$ cat config.mk
export PLATFORM = sky130hd
export DESIGN_NAME = sync_fifo_param
export DESIGN_NICKNAME = d
export VERILOG_FILES = /design/src/rtl/sync_fifo_param.sv
export SDC_FILE = /design/constraint.sdc
export NUM_CORES = 1
export LEC_CHECK = 0
export CORE_MARGIN = 5
export CORE_UTILIZATION = 50
export DETAILED_ROUTE_END_ITERATION = 8
export DONT_BUFFER_PORTS = 1
export PLACE_DENSITY = 0.72
export SYNTH_ARGS = -nofsm -noshare
export SYNTH_HDL_FRONTEND = slang
export SYNTH_SLANG_ARGS = --single-unit
$ cat constraint.sdc
create_clock -name clk -period 2.78 [get_ports clk]
set_input_delay 0.278 -clock clk [delete_from_list [all_inputs] [get_ports clk]]
set_output_delay 0.278 -clock clk [all_outputs]
set_load 0.01 [all_outputs]
$ cat src/rtl/sync_fifo_param.sv
// sync_fifo_param: parametrised single-clock FIFO with registered (or FWFT) read port
// Optional feature macro: FIFO_FWFT_EN (first-word fall-through read port)
// Ports:
//   clk, rst_n        clock, synchronous active-low reset
//   wr_en, data_in    write request and data; full/almost_full report free space
//   rd_en             read request (acknowledge/pop in FWFT mode)
//   data_out, rd_valid  read data and its valid strobe
//   empty, almost_empty, fifo_words  occupancy status
//   overflow, underflow, clr_err     sticky error flags and their clear
module sync_fifo_param #(
   parameter int DATA_W    = 8,
   parameter int DEPTH     = 8,
   parameter int AF_THRESH = DEPTH - 1,
   parameter int AE_THRESH = 1
) (
   input  logic                     clk,
   input  logic                     rst_n,
   input  logic                     wr_en,
   input  logic [DATA_W-1:0]        data_in,
   output logic                     full,
   output logic                     almost_full,
   input  logic                     rd_en,
   output logic [DATA_W-1:0]        data_out,
   output logic                     rd_valid,
   output logic                     empty,
   output logic                     almost_empty,
   output logic [$clog2(DEPTH):0]   fifo_words,
   output logic                     overflow,
   output logic                     underflow,
   input  logic                     clr_err
);
   localparam int ADDR_W = $clog2(DEPTH);
   localparam logic [ADDR_W:0] AF  = AF_THRESH[ADDR_W:0];
   localparam logic [ADDR_W:0] AE  = AE_THRESH[ADDR_W:0];
   localparam logic [ADDR_W:0] ONE = 1;
   logic [DATA_W-1:0] mem [DEPTH];
   logic [ADDR_W:0]   wr_ptr, rd_ptr;
   logic              rd_acc, wr_acc;
   // pointers carry one extra wrap bit so all DEPTH entries are usable
   assign empty        = wr_ptr == rd_ptr;
   assign full         = wr_ptr[ADDR_W-1:0] == rd_ptr[ADDR_W-1:0] && wr_ptr[ADDR_W] != rd_ptr[ADDR_W];
   assign fifo_words   = wr_ptr - rd_ptr;
   assign almost_full  = fifo_words >= AF;
   assign almost_empty = fifo_words <= AE;
   assign rd_acc       = rd_en && !empty;
   // a full FIFO still takes a write when a read frees the head in the same cycle
   assign wr_acc       = wr_en && (!full || rd_acc);
   always_ff @(posedge clk)
      if (wr_acc) mem[wr_ptr[ADDR_W-1:0]] <= data_in;
   always_ff @(posedge clk) begin
      if (!rst_n) begin
         wr_ptr    <= '0;
         rd_ptr    <= '0;
         overflow  <= 1'b0;
         underflow <= 1'b0;
      end else begin
         if (wr_acc) wr_ptr <= wr_ptr + ONE;
         if (rd_acc) rd_ptr <= rd_ptr + ONE;
         // a new error wins over a coincident clear
         overflow  <= (wr_en && !wr_acc) || (overflow && !clr_err);
         underflow <= (rd_en && empty) || (underflow && !clr_err);
      end
   end
`ifdef FIFO_FWFT_EN
   assign data_out = mem[rd_ptr[ADDR_W-1:0]];
   assign rd_valid = !empty;
`else
   always_ff @(posedge clk) begin
      if (!rst_n) begin
         data_out <= '0;
         rd_valid <= 1'b0;
      end else begin
         rd_valid <= rd_acc;
         if (rd_acc) data_out <= mem[rd_ptr[ADDR_W-1:0]];
      end
   end
`endif
endmodule

==> results of run 1 <==
==> metrics by stage <==
step	hold WS, ps	setup slack (ps)
after floorplan	377	50.3
after detailed placement	377	471
after global placement	377	576
final	37.6	334
after CTS	0.0484	304
after global routing	20.2	189
==> layer usage <==
| metal | wire [um] | up-vias | global-route usage [%] |
|---|---|---|---|
| met5 | 0 | - | 0 |
| met4 | 72 | 0 | 4.08 |
| met3 | 336 | 10 | 6.15 |
| met2 | 3040 | 46 | 26.1 |
| met1 | 2690 | 895 | 18.4 |
| li1 | - | 899 | - |
==> cell families (layout without fill, tap and decap cells) <==
kind of cell | Yosys count | count (layout)
XOR/XNOR | 7 | 7
buffers and inverters | 18 | 44
AND/OR/NAND/NOR | 37 | 37
multiplexers | 25 | 25
flip-flops | 83 | 83
AO/OA/AOI/OAI | 48 | 48
adder cells (fa/ha/maj) | 6 | 6
==> worst paths after layout <==
check | end | slack [ps] | cells after the start
worst max-delay path | almost_full | 330 | 5
worst min-delay path | rd_ptr[3] | 40 | 1
worst max register to register | mem[7][2] | 490 | 5
worst min register to register | wr_ptr[3] | 530 | 2
==> worst max-delay path: cells and delay by family, from the launching register on <==
kind / cells / cell delay [ps]
adders and majority gates: 2 / 620
DFF: 1 / 480
AOI/OAI and AO/OA: 1 / 420
xor gates and xnor gates: 1 / 190
buffers and inverters: 1 / 100
==> cells in the final DEF (no fill, tap or decap), types with 2 or more instances in the layout <==
| cell type | count |
|---|---|
| edfxtp_1 | 64 |
| a21oi_1 | 19 |
| dfxtp_1 | 19 |
| mux2i_1 | 17 |
| o21ai_0 | 10 |
| dlygate4sd3_1 | 10 |
| buf_4 | 10 |
| clkbuf_8 | 9 |
| inv_1 | 8 |
| mux4_2 | 8 |
| o22ai_1 | 8 |
| nor2_1 | 6 |
| nand2_1 | 6 |
| nor3_1 | 6 |
| nor2b_1 | 5 |
| xnor2_1 | 5 |
| and2_1 | 5 |
| ha_1 | 5 |
| nand3_1 | 3 |
| nand2b_1 | 3 |
| xor2_1 | 2 |
| o21a_1 | 2 |
| inv_6 | 2 |
| inv_8 | 2 |
==> layout make-up <==
cell class | count | area share (%)
sequential | 83 | 60.7
multi-input combinational | 123 | 26.2
timing repair buffer | 20 | 4.62
clock buffer | 9 | 3.26
tap | 80 | 2.64
clock inverter | 7 | 1.81
inverter | 8 | 0.791
==> sequential cells by signal, indices dropped and copies added, names as in the netlist <==
name / cells
rd_valid: 1
rd_ptr: 4
wr_ptr: 4
underflow: 1
data_out: 8
overflow: 1
mem: 64
==> where the power goes <==
group | leakage (nW) | switching (mW) | total, mW | internal (mW)
Combinational | 0.414 | 0.253 | 0.414 | 0.162
Sequential | 0.737 | 0.0511 | 1.45 | 1.40
Clock | 0.0968 | 0.461 | 0.810 | 0.348
==> flow_metrics.env, run 1 <==
export IMPL_status="finished clean"
export IMPL_synth_area_mm2=0.00337
export IMPL_fmax_ghz=0.409
export IMPL_die_y_um=92.1
export IMPL_yosysMostFrequentCell="edfxtp_1"
export IMPL_final_core_util_pct=56.8
export IMPL_viasPerCell=5.61
export IMPL_ctsHoldBuffers=5
export IMPL_postSynthCellCount=224
export IMPL_cts_sinks=83
export IMPL_synth_top_family_by_area="multiplexers"
export IMPL_multi_input_area_um2=995
export IMPL_async_flop_share_pct=0
export IMPL_clk_path_buf_depth=2
export IMPL_dp_cells=304
export IMPL_setup_viol=0
export IMPL_critPathCaptureType="output pin"
export IMPL_tns_ps=0
export IMPL_path_class="reg -> out"
export IMPL_seq_area_mm2=0.00230
export IMPL_placed_area_mm2=0.00350
export IMPL_worst_pin_slew_ps=899
export IMPL_final_max_slew_viol_count=0
export IMPL_synth_seq_cells=83
export IMPL_rsz0062_at_grt="false"
export IMPL_synth_xor_area_share_pct=1.82
export IMPL_grt_pass1_vias=1813
export IMPL_gp_congestion=0.777
export IMPL_maxCapViolCount=0
export IMPL_cpPeakStageDelay_ps=480
export IMPL_wl_per_cell_um=18.6
export IMPL_port_buffers=0
export IMPL_leakage_nw=1.25
export IMPL_io_pins=32
export IMPL_rows=30
export IMPL_antenna_found_initial=0
export IMPL_worstPathRequired_ps=2500
export IMPL_hold_start="rst_n"
export IMPL_nets=264
export IMPL_synth_simple_area_share_pct=5.64
export IMPL_hold_viol_final=0
export IMPL_synth_common_cells="edfxtp_1, a21oi_1, dfxtp_1"
export IMPL_finalCritPeriodShare_pct=88.0
export IMPL_synth_edff_count=64
export IMPL_finClkSkew_ps=9.68
export IMPL_crit_fanout=7
export IMPL_synth_nets=243
export IMPL_grt_start_max_net_pins=29
export IMPL_cts_setup_buffers=0
export IMPL_synth_area_top_cells="edfxtp_1, dfxtp_1, mux4_2, mux2i_1, a21oi_1"
export IMPL_synth_top_area_share_pct=57.0
export IMPL_insertion_delay_ps=350
export IMPL_finalInstanceArea_mm2=0.00379
export IMPL_grtUsageTotal_pct=15.4
export IMPL_finalNonFillerCells=330
export IMPL_power_density_mw_per_mm2=704
export IMPL_ctsRootBufferMaster="clkbuf_8"
export IMPL_critPathLaunchType="flop"
export IMPL_core_area_mm2=0.00668
export IMPL_diodes=0
export IMPL_slew_headroom_pct=39.9
export IMPL_synth_compound_area_share_pct=9.01
export IMPL_dp_hpwl_um=3750
export IMPL_vias=1850
export IMPL_cts_buffers=9
export IMPL_n_fill_cell=529
export IMPL_synth_cell_types=35
export IMPL_layout_drive_gt1_share_pct=15.6
export IMPL_cts_resized=0
export IMPL_crit_start="wr_ptr[0]"
export IMPL_cts_tree="yes"
export IMPL_worst_ir_drop_vdd_v=0.000466
export IMPL_die_area_mm2=0.00849
export IMPL_drt_initial_drc_count=92
export IMPL_start_util_pct=50.5
export IMPL_synth_top_area_cell="edfxtp_1"
export IMPL_cp_cell_sequence="inv_1 -> ha_1 -> fa_1 -> xor2_1 -> o32ai_1"
export IMPL_cp_arrival_ps=2170
export IMPL_synth_fa_ha_area_share_pct=2.45
export IMPL_clk_pin_slew_ps=90
export IMPL_ys_seq_area_share_pct=68.2
export IMPL_drt_pass1_iter_count=5
export IMPL_drc=0
export IMPL_ant_nets=0
export IMPL_area_growth_pct=12.5
export IMPL_drt_wl_total_um=6140
export IMPL_htree_levels=3
export IMPL_synthMuxAreaShare_pct=10.4
export IMPL_die_x_um=92.1
export IMPL_crit_slowest_cell="dfxtp_1"
export IMPL_critical_path_reg2reg_startpoint="wr_ptr[0]"
export IMPL_yosys_warnings=0
export IMPL_min_path_type="in -> reg"
export IMPL_p_total_mw=2.67
export IMPL_grt_overflow_total=0
export IMPL_synth_ff_type="edfxtp_1"
export IMPL_synth_area_per_cell_um2=15.1
export IMPL_fin_crit_ps=2450
export IMPL_grt_first_pass_wirelength_um=9650
No activity file was read; power rests on OpenSTA's default activity.
==> run 2, diff against run 1 <==
CORE_ASPECT_RATIO = 0.75   (was not set)
REMOVE_ABC_BUFFERS = 1   (was not set)
==> flow_metrics.env, run 2 (synthesis results as in run 1) <==
export IMPL_worst_ir_drop_vdd_v=0.000336
export IMPL_status="finished clean"
export IMPL_nets=266
export IMPL_cp_arrival_ps=2170
export IMPL_cts_buffers=9
export IMPL_ctsRootBufferMaster="clkbuf_8"
export IMPL_vias=1892
export IMPL_rsz0062_at_grt="false"
export IMPL_gp_congestion=0.838
export IMPL_finalInstanceArea_mm2=0.00384
export IMPL_diodes=0
export IMPL_holdWs_ps=30.7
export IMPL_dp_cells=305
export IMPL_wl_per_cell_um=19.6
export IMPL_layout_drive_gt1_share_pct=14.7
export IMPL_antenna_found_initial=0
export IMPL_setup_ws_ps=332
export IMPL_grtUsageTotal_pct=15.9
export IMPL_io_pins=32
export IMPL_critPathCaptureType="output pin"
export IMPL_grt_start_max_net_pins=29
export IMPL_area_growth_pct=13.9
export IMPL_largest_reg_flops=64
export IMPL_drc=0
export IMPL_drt_initial_drc_count=154
export IMPL_fin_crit_ps=2450
export IMPL_finalCritPeriodShare_pct=88.0
export IMPL_cts_sinks=83
export IMPL_dp_slack_ps=557
export IMPL_rows=25
export IMPL_finClkSkew_ps=10.7
export IMPL_cts_tree="yes"
export IMPL_ant_nets=0
export IMPL_grt_pass1_vias=1769
export IMPL_crit_start="wr_ptr[0]"
export IMPL_setup_viol=0
export IMPL_crit_fanout=7
export IMPL_core_area_mm2=0.00644
export IMPL_path_class="reg -> out"
export IMPL_hold_viol_final=0
export IMPL_die_area_mm2=0.00851
export IMPL_clk_pin_slew_ps=70
export IMPL_placed_area_mm2=0.00350
export IMPL_start_util_pct=52.3
export IMPL_final_max_slew_viol_count=0
export IMPL_final_cell_mix="edfxtp_1, a21oi_1, dfxtp_1"
export IMPL_min_path_type="in -> reg"
export IMPL_worstPathRequired_ps=2500
export IMPL_grt_overflow_total=0
export IMPL_drt_wl_total_um=6530
export IMPL_final_common_cell="edfxtp_1"
export IMPL_viasPerCell=5.68
export IMPL_grt_first_pass_wirelength_um=10000
export IMPL_die_x_um=105
export IMPL_drt_pass1_iter_count=4
export IMPL_slew_headroom_pct=43.3
export IMPL_maxCapViolCount=0
export IMPL_leakage_nw=1.27
export IMPL_final_core_util_pct=59.6
export IMPL_hold_start="data_in[7]"
export IMPL_critical_path_reg2reg_startpoint="wr_ptr[0]"
export IMPL_die_y_um=81.1
export IMPL_dp_hpwl_um=4020
export IMPL_clk_path_buf_depth=2
export IMPL_htree_levels=3
export IMPL_finalNonFillerCells=333
export IMPL_insertion_delay_ps=350
export IMPL_worst_pin_slew_ps=848
export IMPL_port_buffers=0
export IMPL_critPathLaunchType="flop"
export IMPL_fmax_ghz=0.409
export IMPL_cts_setup_buffers=0
export IMPL_power_density_mw_per_mm2=727
[run 2: changes by cell type in the layout (fill, tap and decap cells not counted)]
cell	previous run	this run
clkinv_2	1	0
clkinvlp_4	1	0
clkinv_4	0	3
bufinv_16	0	2
clkinv_8	1	0
dlygate4sd3_1	10	12
inv_6	2	0
clkinv_1	0	1
inv_8	2	0
clkbuf_1	0	1
[run 2: timing repair]
action | in CTS | in global routing
gates resized for setup | 0 | 0
endpoints found under the hold margin | 2 | 54
hold buffers | 1 | 11
[run 2: worst paths after layout]
| kind | end | slack, ps | depth (start not counted) |
|---|---|---|---|
| hold / removal | mem[6][7] | 30 | 0 |
| setup / recovery | almost_full | 330 | 5 |
| hold reg to reg | wr_ptr[3] | 520 | 2 |
| setup reg to reg | mem[7][3] | 530 | 5 |
[run 2: worst max-delay path, cell delays in order (launching register included)]
cell	delay (ps)
dfxtp_1	470
inv_1	110
ha_1	250
fa_1	380
xor2_1	200
o32ai_1	430
[run 2: per-stage QoR]
stage | power [mW] | TNS, ps
floorplan | 1.76 | -11550
global placement | 1.87 | 0
global route | 2.93 | 0
CTS | 2.80 | 0
detailed placement | 1.88 | 0
finish | 2.79 | 0
[run 2: layout make-up]
| type | instances | area (um^2) |
|---|---|---|
| timing repair buffer | 22 | 195 |
| clock buffer | 10 | 128 |
| fill | 492 | 2600 |
| inverter | 8 | 30.0 |
| sequential | 83 | 2300 |
| multi-input combinational | 123 | 995 |
| tap | 81 | 101 |
| clock inverter | 6 | 90.1 |
[run 2: power breakdown]
part | switching [mW] | internal [mW] | total, mW
Combinational | 0.260 | 0.164 | 0.423
Sequential | 0.0490 | 1.40 | 1.45
Clock | 0.414 | 0.508 | 0.922
[run 2: routing by layer]
metal / up-vias / global-route usage, % / wire [um]
met5: - / 0 / 0
li1: 904 / - / -
met1: 908 / 23.2 / 2910
met3: 2 / 6.75 / 633
met4: 0 / 3.45 / 17
met2: 78 / 22.2 / 2960
